--- config.mk ---
export PLATFORM = sky130hd
export DESIGN_NAME = ws2812_frame_streamer
export DESIGN_NICKNAME = d
export VERILOG_FILES = /design/src/rtl/ws2812_frame_streamer.sv
export SDC_FILE = /design/constraint.sdc
export NUM_CORES = 1
export LEC_CHECK = 0
export BUFFER_PORTS_ARGS = -buffer_cell sky130_fd_sc_hd__buf_2
export CORE_ASPECT_RATIO = 0.75
export CORE_MARGIN = 3
export CORE_UTILIZATION = 59
export CTS_BUF_LIST = sky130_fd_sc_hd__clkbuf_2
export CTS_CLUSTER_DIAMETER = 80
export DETAILED_ROUTE_END_ITERATION = 12
export PLACE_DENSITY = 0.79
export SYNTH_ARGS = -nofsm -noshare
export SYNTH_HDL_FRONTEND = slang
export SYNTH_SLANG_ARGS = --single-unit
export TNS_END_PERCENT = 1
--- constraint.sdc ---
create_clock -name clk -period 4.8 [get_ports clk]
set_input_delay 0.24 -clock clk [delete_from_list [all_inputs] [get_ports clk]]
set_output_delay 0.24 -clock clk [all_outputs]
set_load 0.02 [all_outputs]
--- src/rtl/ws2812_frame_streamer.sv ---
// WS2812 frame buffer and G,R,B byte sequencer feeding the bit serialiser.
// Pixels are scaled by a per-frame brightness latched at frame start.
module ws2812_frame_streamer #(
  parameter int NUM_LEDS = 8,
  parameter int REFRESH_CYCLES = 0,
  localparam int ADDR_W = (NUM_LEDS > 1) ? $clog2(NUM_LEDS) : 1
) (
  input  logic              clk,
  input  logic              rst,
  input  logic              wr_en,
  input  logic [ADDR_W-1:0] wr_addr,
  input  logic [23:0]       wr_data,
  input  logic [7:0]        brightness,
  input  logic              frame_start,
  output logic              trigger,
  output logic [7:0]        data_out,
  output logic              data_valid,
  input  logic              data_request,
  output logic              busy,
  output logic              frame_done
);

  typedef enum logic [2:0] {
    ST_IDLE,
    ST_LOAD,
    ST_SCALE,
    ST_SERVE,
    ST_END
  } state_t;

  state_t state_q;
  state_t state_d;

  logic [23:0]       mem [NUM_LEDS];
  logic [23:0]       rd_q;
  logic [ADDR_W-1:0] pix_idx_q;
  logic [1:0]        byte_idx_q;
  logic [7:0]        bright_q;
  logic [7:0]        g_q;
  logic [7:0]        r_q;
  logic [7:0]        b_q;
  logic              first_q;
  logic              pending_q;
  logic              done_q;
  logic              tick;
  logic              go;
  logic              consume;
  logic              last_pix;
  logic              wr_ok;

  function automatic logic [7:0] scale(
    input logic [7:0] c,
    input logic [7:0] b
  );
    logic [15:0] p;
    p = 16'(c) * (16'(b) + 16'd1);
    return p[15:8];
  endfunction

  if (REFRESH_CYCLES > 0) begin : g_ref
    logic [31:0] cnt_q;
    always_ff @(posedge clk) begin
      if (rst) begin
        cnt_q <= '0;
      end else if (tick) begin
        cnt_q <= '0;
      end else begin
        cnt_q <= cnt_q + 32'd1;
      end
    end
    assign tick = (cnt_q == 32'(REFRESH_CYCLES - 1));
  end else begin : g_noref
    assign tick = 1'b0;
  end

  assign go       = pending_q | frame_start;
  assign consume  = data_request & data_valid;
  assign last_pix = (32'(pix_idx_q) == 32'(NUM_LEDS - 1));
  assign wr_ok    = wr_en && (32'(wr_addr) < 32'(NUM_LEDS));

  // Plain RAM: no reset, writes accepted in every state.
  always_ff @(posedge clk) begin
    if (wr_ok) begin
      mem[wr_addr] <= wr_data;
    end
  end

  always_ff @(posedge clk) begin
    if (rst) begin
      state_q <= ST_IDLE;
    end else begin
      state_q <= state_d;
    end
  end

  always_comb begin
    state_d = state_q;
    unique case (state_q)
      ST_IDLE: begin
        if (go) state_d = ST_LOAD;
      end
      ST_LOAD: begin
        state_d = ST_SCALE;
      end
      ST_SCALE: begin
        state_d = ST_SERVE;
      end
      ST_SERVE: begin
        if (consume && byte_idx_q == 2'd2) begin
          state_d = last_pix ? ST_END : ST_LOAD;
        end
      end
      ST_END: begin
        if (data_request) state_d = ST_IDLE;
      end
      default: state_d = ST_IDLE;
    endcase
  end

  always_ff @(posedge clk) begin
    if (rst) begin
      rd_q       <= '0;
      pix_idx_q  <= '0;
      byte_idx_q <= '0;
      bright_q   <= '0;
      g_q        <= '0;
      r_q        <= '0;
      b_q        <= '0;
      first_q    <= 1'b0;
      pending_q  <= 1'b0;
      done_q     <= 1'b0;
    end else begin
      done_q <= (state_q == ST_END) && data_request;
      // Leaving IDLE consumes the request; any later start re-arms it.
      if (state_q == ST_IDLE && go) begin
        pending_q <= 1'b0;
      end else if (frame_start || tick) begin
        pending_q <= 1'b1;
      end
      unique case (state_q)
        ST_IDLE: begin
          if (go) begin
            pix_idx_q <= '0;
            bright_q  <= brightness;
            first_q   <= 1'b1;
          end
        end
        ST_LOAD: begin
          rd_q <= mem[pix_idx_q];
        end
        ST_SCALE: begin
          r_q        <= scale(rd_q[23:16], bright_q);
          g_q        <= scale(rd_q[15:8], bright_q);
          b_q        <= scale(rd_q[7:0], bright_q);
          byte_idx_q <= '0;
        end
        ST_SERVE: begin
          if (consume) begin
            first_q <= 1'b0;
            if (byte_idx_q != 2'd2) begin
              byte_idx_q <= byte_idx_q + 2'd1;
            end else if (!last_pix) begin
              pix_idx_q <= pix_idx_q + 1'b1;
            end
          end
        end
        default: begin
        end
      endcase
    end
  end

  always_comb begin
    data_out = 8'h00;
    if (state_q == ST_SERVE) begin
      unique case (1'b1)
        byte_idx_q == 2'd0: data_out = g_q;
        byte_idx_q == 2'd1: data_out = r_q;
        default:            data_out = b_q;
      endcase
    end
  end

  assign data_valid = (state_q == ST_SERVE);
  assign trigger    = data_valid & first_q;
  assign busy       = (state_q != ST_IDLE) | pending_q;
  assign frame_done = done_q;

endmodule
Yosys cells after proc, flatten, opt, wreduce, memory -nomap -nowiden

Memories as Yosys holds them, arrays and structs flattened. A register that Yosys moved wholly into a read port is not among the register bits.
Cells that the tools add are included.
Widths: inputs -> output; s select.

Mux-type cells: 20
$mul: 3
Equality and inequality tests: 15
Reduce and logical (&&, ||, !) cells: 14
$add $sub $neg: 3
Bitwise gates (word level): 4

Operator list:

| kind                | number |
|---|---|
| $mul 8x16->16       | 2 |
| $mux 3              | 8 |
| $mul 8x9->16        | 1 |
| $pmux 8 s2          | 1 |
| $pmux 3 s5          | 1 |
| $ne 2x2->1 const B  | 5 |
| $add 8x1->9 const B | 1 |
| $reduce_and 3->1    | 3 |
| $mux 8              | 1 |
| $eq 3x2->1 const B  | 2 |
| $eq 3x3->1 const B  | 2 |
| $ne 2x1->1 const B  | 3 |
| $pmux 3 s2          | 1 |
| $reduce_and 5->1    | 1 |
| $mux 1              | 4 |
| $mux 2              | 2 |
| $pmux 2 s2          | 1 |
| $reduce_bool 2->1   | 2 |
| $add 3x1->3 const B | 1 |
| $eq 3x1->1 const B  | 1 |
| $logic_and 1x1->1   | 3 |
| $logic_not 3->1     | 1 |
| $reduce_bool 3->1   | 1 |
| $add 2x1->2 const B | 1 |
| other kinds (8)     | 10 |

RAM bits: 192
Register bits: 43
Memories kept: 1
Output and inout bits: 12

Memories:

| name | words | width | rd ports | clocked after Yosys merged registers in | wr ports | RTL line | text |
|---|---|---|---|---|---|---|---|
| mem  | 8     | 24    | 1        | 1                                       | 1        | 34       | `logic [23:0] mem [NUM_LEDS];` |

Longest topological paths before layout

Gate-level depths: netlist of the first run.

Depth after elaboration: 5
Depth in mapped cells: 21
Gate-level depth less buffers: 20

Worst setup path before layout of the first run

No wires, ideal clock.

Path kind: register to register
From: register bright_q[0]
To: register g_q[3]
Cell stages (with the launch flop): 20
Data arrival time: 5.033 ns
Path slack: -0.355 ns
Data required time: 4.678 ns
Library setup time: 0.122 ns
Path through: dfxtp_1 ha_1 nand3_1 nor2_1 xor2_1 clkbuf_1 and2_1 fa_1 fa_1 fa_1 inv_1 fa_1 inv_1 ha_1 a21o_1 a21oi_2 nand2b_1 o211a_1 mux2_1 a311o_1

Longest elaborated chain between the ends: 2

Ends and longest elaborated chain:

| what                   | RTL line | text |
|---|---|---|
| start, declared        | 38       | `logic [7:0] bright_q;` |
| start signal, assigned | 144      | `bright_q <= brightness;` |
| $add 8x1->9            | 56       | `p = 16'(c) * (16'(b) + 16'd1);` |
| $mul 8x16->16          | 56       |  |
| end signal, assigned   | 153      | `g_q <= scale(rd_q[15:8], bright_q);` |
| end, declared          | 39       | `logic [7:0] g_q;` |

No other way between the ends.
A chain may end at the register's enable or synchronous reset.

Final worst setup path of the first run

From: register bright_q[1]
To: register g_q[3]

Same word-level chain as after synthesis.

==> metrics, run 1 <==
Layout area overhead 16.8%; total power 4.91 mW; Post-Syn Area per Cell 12.0 um^2; r2r endpoint g_q[3]; core area 0.0273 mm^2; simple-gate share of the synthesized area 12.9%; hold_ws 0.113 ns; Worst Hold End mem[6][4]; largest net degree at the start of global routing 49; top post-synthesis cells by area edfxtp_1, fa_1, dfxtp_1; Post-Syn Instances 1379; sequential share of the synthesized area 43.1%; dpl cells 1792; CP cell instances ha_4 > nand3_4 > nor2_4 > xor2_4 > buf_6 > and2_1 > fa_1 > fa_1 > fa_1 > inv_1 > fa_1 > inv_2 > ha_4 > a21o_1 > a21oi_4 > nand2b_1 > o211a_1 > mux2_1 > a311o_1; drt first pass iters 5; Final WS setup -0.185 ns; Yosys cell types 67; reg2reg path depth 19; vias in the first global route 12000; Max Transition Viols Final 0; Post-synth EDFFs 192; largest family of logic cells by synthesized area adder cells; DIE AREA 0.0300 mm^2; multi-input logic area 0.00885 mm^2; GPL Wtd Cong 0.905; Min-Delay Startpoint wr_addr[2]; asr flop ratio synth 0%; switching power 1.42 mW; fin crit share 104%; Die Y-Extent 151 um; worst slack at placement -0.183 ns; Synth Register Bits 259; routed wire length per instance 19.1 um; Area after DPL 0.0176 mm^2; share of synthesized area spent on multiplexers 8.84%; Finished Cell Area 0.0193 mm^2; Crit Reg-Reg Startpoint bright_q[1]; status complete, but fails checks; Row Count 52; Syn. warnings 0; post-synth top area share 35.0%; fin nets 1836; relative slew slack 43.3%; number of I/O port buffers 51; Worst setup EP type flop; Max Freq 201 MHz; Core Util, Final 70.6%; n_diodes 0; first-pass GRT wire length 62400 um; FF-to-FF setup slack -0.18 ns; failing checks setup timing; setup TNS after final layout -0.797 ns; share of cells above drive strength 1 23.6%; RSZ-0062 raised after global routing yes; switch share 28.9%; Clock Tree Root clkbuf_2; H-tree levels 2; Crit path required time 5.57 ns; mapped cell area 0.0165 mm^2; PD cells 255 mW/mm^2; leakage 8.08 nW; power share of the sequential group 52.6%; GRT Resource Usage Total 26.8%; Worst VDD drop 230 uV; dominant synthesized flop cell edfxtp_1; Adder-Cell Fraction of Synth Area 22.3%; worst hold path class in2reg; post-synth net total 1641; MaxCap Viol Count 0; initial antenna violation count 0; crit path max fanout 7; final hold vios 0; P_int 3.49 mW; Period minus WS final 4.98 ns; Critical Path AT 5.76 ns; Layout Cells excl Fill 1971; crit-path leading delay family adder cells; WS Path Type reg2reg; Hold Crit Depth 4; most frequent CP cell fa_1; worst slew pin tran 0.848 ns; Clock power frac 30.0%; DR iter-0 viols 831; clock sink count 259; Synth Area in Compound Gates 5.27%; Bufs and invs on worst path 3; Logic pwr share 17.5%; Layout fillers 1852; cell taking the most area after synthesis edfxtp_1; drt drc 0; DRT Wirelength 37700 um; clock tree buffer depth 3; total CTS buffers 60; clock transition at the registers of the reported paths 0.13 ns; grt total ovfl 0; Clock Skew 0.0710 ns; CTS tree yes; Die Width 199 um; Antenna Nets Post-Route 0; final setup fails 13; xor/xnor share of the synthesized area 1.75%; clk_lat worst skew 0.92 ns; Starting Density 60.5%; crit path launch type flop; DR vias 11000; max incr delay on CP 0.53 ns; Detail Placement HPWL 26600 um; # IOs 52; Via density 5.59; FF/Latch Area 0.00712 mm^2; Slowest cell on crit path fa_1
==> cells in the final DEF, fill, tap and decap left out, drive strengths merged, types with 2 or more instances in the layout <==
cell and n:
a211oi 25, a21bo 2, a21oi 39, a22oi 10
a31oi 5, and2 146, and3 4, buf 145
bufinv 2, clkbuf 89, clkinv 13, clkinvlp 2
dfxtp 67, dlygate4sd3 56, edfxtp 192, fa 120
ha 102, inv 184, mux2 2, mux2i 35
mux4 48, nand2 95, nand2b 16, nand3 21
nand4 4, nand4b 4, nor2 65, nor2b 19
nor3 13, nor3b 2, nor4b 2, o211ai 4
o21ai 17, o22ai 4, o31ai 5, o32ai 2
or2 4, or3 4, xnor2 21, xor2 12
==> area by class of cell <==
class / count / share of cell area, %
multi-input cells: 870 / 46.0
flip-flops and latches: 259 / 37.0
repair buffers: 201 / 8.13
inverters: 182 / 3.55
clock buffers: 89 / 2.31
well taps: 351 / 2.28
clock inverters: 19 / 0.760
==> how the worst max path moves through the flow <==
stage | start | to | slack (ns) | cells after the start
CTS | bright_q[1] | g_q[3] | -0.19 | 19
finish | bright_q[1] | g_q[3] | -0.18 | 19
detailed placement | bright_q[1] | r_q[6] | -0.18 | 20
global placement | bright_q[0] | g_q[3] | -0.10 | 19
floorplan | bright_q[4] | g_q[3] | -0.008 | 18
global route | bright_q[1] | b_q[3] | -0.34 | 20
==> kinds of logic after synthesis <==
group,after synthesis
DFF,259
AOI/OAI and AO/OA,127
xor gates and xnor gates,33
adders and majority gates,222
and+or+nand+nor,403
buffers and inverters,250
muxes,85
==> worst min-delay path: stages <==
cell and delay [ns]:
buf_2 0.10, nand2_1 0.16, nor2_2 0.06, buf_4 0.26
==> per-layer routing <==
layer,wire length [um],track usage (%)
met5,0,0
met4,1080,8.71
met3,3170,7.20
met2,16900,41.1
met1,16500,37.9
==> power groups by stage <==
stage,Clock [mW],Sequential [mW],Combinational [mW]
floorplan,0,2.57,0.489
global placement,0,2.62,0.717
detailed placement,0,2.63,0.743
CTS,1.52,2.58,0.825
global route,1.65,2.59,0.954
finish,1.47,2.58,0.858
==> cell usage after synthesis (all sizes together) (5+ instances only) <==
| library cell | count |
|---|---|
| xor2 | 12 |
| nor2b | 19 |
| mux2i | 35 |
| nand2 | 95 |
| clkbuf | 45 |
| and2 | 146 |
| edfxtp | 192 |
| fa | 120 |
| nor3 | 13 |
| mux4 | 48 |
| xnor2 | 21 |
| buf | 23 |
| a211oi | 25 |
| ha | 102 |
| nand3 | 21 |
| o21ai | 17 |
| inv | 182 |
| nand2b | 16 |
| dfxtp | 67 |
| a21oi | 39 |
| nor2 | 65 |
| a31oi | 5 |
| o31ai | 5 |
| a22oi | 10 |
==> registers in the layout, summed over array words and instances, names as in the netlist <==
signal,cells
mem,192
rd_q,24
b_q,8
bright_q,8
g_q,8
r_q,8
pix_idx_q,3
state_q,3
byte_idx_q,2
first_q,1
frame_done,1
pending_q,1
==> timing repair <==
action / 4_1_cts / 5_1_grt
buffers inserted: 8 / 8
hold buffers: 56 / 0
hold endpoints to repair: 295 / 0
cloned: 0 / 0
setup endpoints to repair: 21 / 24
pin swaps: 20 / 25
resized for setup: 49 / 31
Note: power is estimated with default switching activity, not from simulation.
==> inputs of run 2 (changes only) <==
--- a/config.mk
+++ b/config.mk
@@ -8,11 +8,11 @@
 export BUFFER_PORTS_ARGS = -buffer_cell sky130_fd_sc_hd__buf_2
 export CORE_ASPECT_RATIO = 0.75
 export CORE_MARGIN = 3
-export CORE_UTILIZATION = 59
+export CORE_UTILIZATION = 60
 export CTS_BUF_LIST = sky130_fd_sc_hd__clkbuf_2
 export CTS_CLUSTER_DIAMETER = 80
 export DETAILED_ROUTE_END_ITERATION = 12
-export PLACE_DENSITY = 0.79
+export PLACE_DENSITY = 0.77
 export SYNTH_ARGS = -nofsm -noshare
 export SYNTH_HDL_FRONTEND = slang
 export SYNTH_SLANG_ARGS = --single-unit
==> constraint.sdc (replaced) <==
create_clock -name clk -period 5.9 [get_ports clk]
set_input_delay 0.295 -clock clk [delete_from_list [all_inputs] [get_ports clk]]
set_output_delay 0.295 -clock clk [all_outputs]
set_load 0.02 [all_outputs]
==> metrics, run 2 (synthesis results as in run 1) <==
biggest regs mem: 192 flops, rd_q: 24 flops; routed wire length per instance 19.2 um (+0.18%); GPL Wtd Cong 0.921 (+1.8%); Layout fillers 1871 (+1.0%); PD cells 211 mW/mm^2 (-17%); DRT Wirelength 36200 um (-4.0%); Via density 5.69 (+1.8%); Reg with most FFs mem; WS Path Type reg2reg; worst slack at placement 0.531 ns (+0.714 ns); clk_lat worst skew 0.89 ns (-0.03 ns); multi-input logic area 0.00845 mm^2 (-4.5%); Final WS setup 0.459 ns (+0.644 ns); Period minus WS final 5.44 ns (+0.456 ns); Max Transition Viols Final 0 (unchanged); initial antenna violation count 0 (unchanged); clock sink count 259 (unchanged); leakage 7.65 nW (-5.4%); setup bufs post-CTS 0 (-8); vias in the first global route 11300 (-5.7%); clock transition at the registers of the reported paths 0.12 ns (about the same); fin crit share 92.2% (-12 points); Layout area overhead 10.2%; RSZ-0062 raised after global routing no; Die Y-Extent 150 um (-0.80%); core area 0.0265 mm^2 (-2.9%); CTS tree yes; Starting Density 62.2% (+1.8 points); FF-to-FF setup slack 0.46 ns (+0.64 ns); FF/Latch Area 0.00711 mm^2 (-0.18%); Clock Skew 0.0646 ns (-0.00646 ns); post-CTS sizing 0 (-100%); share of cells above drive strength 1 16.3% (-7.4 points); Crit Reg-Reg Startpoint bright_q[0]; status finished, final reports clean; grt total ovfl 0 (unchanged); Worst Hold End mem[3][23]; total CTS buffers 59 (-1.7%); final setup fails 0 (-13); DIE AREA 0.0295 mm^2 (-1.6%); crit path launch type flop; reg2reg path depth 19 (unchanged); first-pass GRT wire length 59900 um (-4.0%); final hold vios 0 (unchanged); GRT Resource Usage Total 26.1% (-0.78 points); DR vias 10700 (-2.5%); drt first pass iters 5 (unchanged); drt drc 0 (unchanged); setup TNS after final layout 0 ns (+0.797 ns); Antenna Nets Post-Route 0 (unchanged); Row Count 51 (-1.9%); Critical Path AT 6.17 ns (+0.41 ns); # hold bufs at CTS 49 (-13%); relative slew slack 35.7% (-7.5 points); crit path max fanout 16 (+9); fin nets 1760 (-4.1%); Clock Tree Root clkbuf_2; MaxCap Viol Count 0 (unchanged); Max Freq 184 MHz (-8.4%); DR iter-0 viols 822 (-1.1%); r2r endpoint b_q[5]; worst slew pin tran 0.960 ns (+0.113 ns); Hold Crit Depth 4 (unchanged); clock tree buffer depth 3 (unchanged); Min-Delay Startpoint wr_addr[2]; Worst VDD drop 168 uV (-27%); largest net degree at the start of global routing 59 (+20%); number of I/O port buffers 51 (unchanged); Die Width 197 um (-0.81%); Crit path required time 6.63 ns (+1.06 ns); Finished Cell Area 0.0182 mm^2 (-5.6%); Area after DPL 0.0171 mm^2 (-2.7%); H-tree levels 2 (unchanged); n_diodes 0 (unchanged); hold_ws 0.191 ns (+0.0784 ns); Core Util, Final 68.6% (-2.0 points); Detail Placement HPWL 25400 um (-4.7%); commonest non-fill, non-tap cells in the layout edfxtp_1, inv_1, and2_1; number of flip-flops in the largest register 192 (unchanged); worst hold path class in2reg; Worst setup EP type flop; commonest non-fill, non-tap cell in the layout edfxtp_1; # IOs 52 (unchanged)
run 2: critical path, cell delays in order (launching register included):
cell     delay (ns)
dfxtp_1        0.40
ha_1           0.21
nand3_1        0.21
nor2_1         0.18
xor2_1         0.17
buf_4          0.24
and2_1         0.18
fa_1           0.46
fa_1           0.46
fa_1           0.52
inv_1          0.05
fa_1           0.48
inv_1          0.05
ha_1           0.32
a21oi_1        0.23
inv_1          0.08
or3_1          0.32
o32ai_1        0.46
or3_1          0.19
a31oi_1        0.08
run 2: how the worst max path moves through the flow:
stage | slack (ns) | endpoint | cells past startpoint | startpoint
after floorplan | 0.75 | g_q[3] | 19 | bright_q[0]
after global placement | 0.76 | b_q[5] | 19 | bright_q[1]
after detailed placement | 0.53 | b_q[5] | 19 | bright_q[1]
after CTS | 0.48 | b_q[5] | 19 | bright_q[0]
after global routing | 0.09 | b_q[5] | 19 | bright_q[1]
final | 0.46 | b_q[5] | 19 | bright_q[0]
run 2: final cells by class:
| cell class | instances | share of cell area, % |
|---|---|---|
| clock inverters | 13 | 0.468 |
| well taps | 344 | 2.37 |
| multi-input cells | 870 | 46.5 |
| clock buffers | 94 | 2.59 |
| inverters | 182 | 3.76 |
| repair buffers | 126 | 5.18 |
| flip-flops and latches | 259 | 39.1 |
run 2: power breakdown:
group	internal, mW	switching (mW)
sequential	2.03	0.0792
clock	0.464	0.691
combinational	0.233	0.338
run 2: stage by stage:
step / cells / power, mW
after floorplan: 1379 / 2.48
after global placement: 1732 / 2.66
after detailed placement: 1732 / 2.68
after CTS: 1888 / 3.86
after global routing: 1888 / 4.05
final: 1888 / 3.83
run 2: per-layer routing:
layer,global-route usage (%),share of wire (%),vias to the layer above
met1,37.6,44,5332
met2,39.6,45,388
met3,7.54,9.3,56
met5,0,0,-
li1,-,-,4962
met4,6.27,1.7,0
==> inputs of run 3 (changes only) <==
--- a/config.mk
+++ b/config.mk
@@ -6,7 +6,7 @@
 export NUM_CORES = 1
 export LEC_CHECK = 0
 export BUFFER_PORTS_ARGS = -buffer_cell sky130_fd_sc_hd__buf_2
-export CORE_ASPECT_RATIO = 0.75
+export CORE_ASPECT_RATIO = 1.2
 export CORE_MARGIN = 3
 export CORE_UTILIZATION = 60
 export CTS_BUF_LIST = sky130_fd_sc_hd__clkbuf_2
==> constraint.sdc (replaced) <==
create_clock -name clk -period 5.9 [get_ports clk]
set_input_delay 0.59 -clock clk [delete_from_list [all_inputs] [get_ports clk]]
set_output_delay 0.59 -clock clk [all_outputs]
set_load 0.02 [all_outputs]
==> metrics, run 3 (synthesis results as in run 1) <==
Critical Path AT 6.19 ns (+0.02 ns); Clock Tree Root clkbuf_2; initial antenna violation count 1 (+1); Worst VDD drop 212 uV (+26%); Starting Density 61.8% (-0.45 points); DR vias 10500 (-1.9%); Layout Cells excl Fill 1864 (-1.3%); commonest non-fill, non-tap cells in the layout edfxtp_1, inv_1, and2_1; worst slew pin tran 1.01 ns (+0.0507 ns); clock sink count 259 (unchanged); clk_lat worst skew 0.91 ns (+0.02 ns); grt total ovfl 0 (unchanged); Row Count 65 (+27%); Reg with most FFs mem; multi-input logic area 0.00845 mm^2 (unchanged); Layout fillers 1996 (+6.7%); FF/Latch Area 0.00711 mm^2 (unchanged); total CTS buffers 61 (+3.4%); final hold vios 0 (unchanged); Via density 5.65 (-0.62%); RSZ-0062 raised after global routing no; relative slew slack 32.6% (-3.1 points); setup bufs post-CTS 0 (unchanged); PD cells 214 mW/mm^2 (+1.5%); routed wire length per instance 18.4 um (-3.9%); Layout area overhead 9.26%; fin crit share 91.8% (-0.45 points); vias in the first global route 11400 (+0.65%); Hold Crit Depth 1 (-3); Worst Hold End mem[3][3]; setup TNS after final layout 0 ns (unchanged); # IOs 52 (unchanged); Die Width 157 um (-20%); Clock Skew 0.125 ns (+0.0601 ns); Max Transition Viols Final 0 (unchanged); drt drc 0 (unchanged); Crit Reg-Reg Startpoint bright_q[0]; Die Y-Extent 188 um (+25%); fin nets 1742 (-1.0%); GPL Wtd Cong 0.882 (-4.2%); largest net degree at the start of global routing 59 (unchanged); Crit path required time 6.68 ns (+0.05 ns); MaxCap Viol Count 0 (unchanged); biggest regs mem: 192 flops, rd_q: 24 flops; dpl cells 1720 (-0.69%); Worst setup EP type flop; DRT Wirelength 34300 um (-5.1%); WS Path Type reg2reg; Min-Delay Startpoint wr_data[3]; clock transition at the registers of the reported paths 0.11 ns (about the same); reg2reg path depth 19 (unchanged); Max Freq 185 MHz (+0.49%); GRT Resource Usage Total 24.6% (-1.5 points); H-tree levels 2 (unchanged); commonest non-fill, non-tap cell in the layout edfxtp_1; r2r endpoint b_q[5]; DIE AREA 0.0295 mm^2 (about the same); crit path max fanout 24 (+8); worst hold path class in2reg; share of cells above drive strength 1 16.1% (-0.16 points); drt first pass iters 5 (unchanged); number of I/O port buffers 51 (unchanged); DR iter-0 viols 599 (-27%); first-pass GRT wire length 57600 um (-3.9%); clock tree buffer depth 3 (unchanged); FF-to-FF setup slack 0.49 ns (+0.03 ns); crit path launch type flop; CTS tree yes; final setup fails 0 (unchanged); Detail Placement HPWL 23300 um (-8.2%); Antenna Nets Post-Route 0 (unchanged); Period minus WS final 5.41 ns (-0.0265 ns); number of flip-flops in the largest register 192 (unchanged); critical path startpoint bright_q[0]; core area 0.0267 mm^2 (+0.73%); status finished, final reports clean; leakage 7.56 nW (-1.1%)
run 3: cell count changes in the layout (fill, tap and decap cells not counted), sizes merged, moves of 2 or more:
cell	before	now
clkbuf	94	92
buf	77	74
inv	182	184
clkinv	11	15
dlygate4sd3	49	32
run 3: layout make-up:
class | count | share of cell area (%)
repair buffers | 106 | 4.16
clock buffers | 92 | 2.56
clock inverters | 19 | 0.743
well taps | 335 | 2.33
multi-input cells | 870 | 46.9
diodes | 1 | 0.0139
inverters | 182 | 3.79
flip-flops and latches | 259 | 39.5
run 3: power by group:
group / internal, mW / switching, mW / leakage (nW) / total (mW)
clock: 0.509 / 0.703 / 0.443 / 1.21
combinational: 0.219 / 0.319 / 4.82 / 0.539
sequential: 2.03 / 0.0767 / 2.29 / 2.10
run 3: how the worst max path moves through the flow:
stage	slack, ns	end
2_1_floorplan	0.75	g_q[3]
3_3_place_gp	0.72	g_q[3]
3_5_place_dp	0.50	b_q[5]
4_1_cts	0.48	b_q[5]
5_1_grt	0.12	b_q[5]
6_report	0.49	b_q[5]
run 3: stage by stage:
| stage | hold slack [ns] | instance area [um^2] | setup slack, ns | util [%] | power (mW) |
|---|---|---|---|---|---|
| after detailed placement | 0.446 | 17100 | 0.498 | 64.1 | 2.67 |
| after CTS | 0.00279 | 18000 | 0.482 | 67.5 | 3.88 |
| after global placement | 0.441 | 17100 | 0.716 | 64.1 | 2.64 |
| final | 0.0824 | 18000 | 0.486 | 67.5 | 3.85 |
| after global routing | 0.0163 | 18000 | 0.120 | 67.5 | 4.08 |
| after floorplan | 0.425 | 16500 | 0.745 | - | 2.48 |
run 3: worst max-delay path, stage by stage, from the launching register on:
cell and delay [ns]:
dfxtp_1 0.39, ha_1 0.20, nand3_1 0.20, nor2_1 0.18, xor2_1 0.16, buf_4 0.29
and2_1 0.19, fa_1 0.44, fa_1 0.51, fa_1 0.49, inv_1 0.05, fa_1 0.49
inv_1 0.05, ha_1 0.33, a21oi_1 0.26, inv_1 0.08, or3_1 0.31, o32ai_1 0.42
or3_1 0.18, a31oi_1 0.07
run 3: routing by layer:
layer	track usage, %	wire (um)	vias to the layer above
li1	-	-	4926
met1	31.3	14000	5263
met4	8.28	983	0
met2	42.3	17600	279
met5	0	0	-
met3	4.52	1810	68
run 3: timing repair:
item                                    in CTS  in global routing
resized for setup                            0                  0
hold buffers                                32                  0
hold endpoints to repair                   167                  0
endpoints found under the setup margin       0                  0
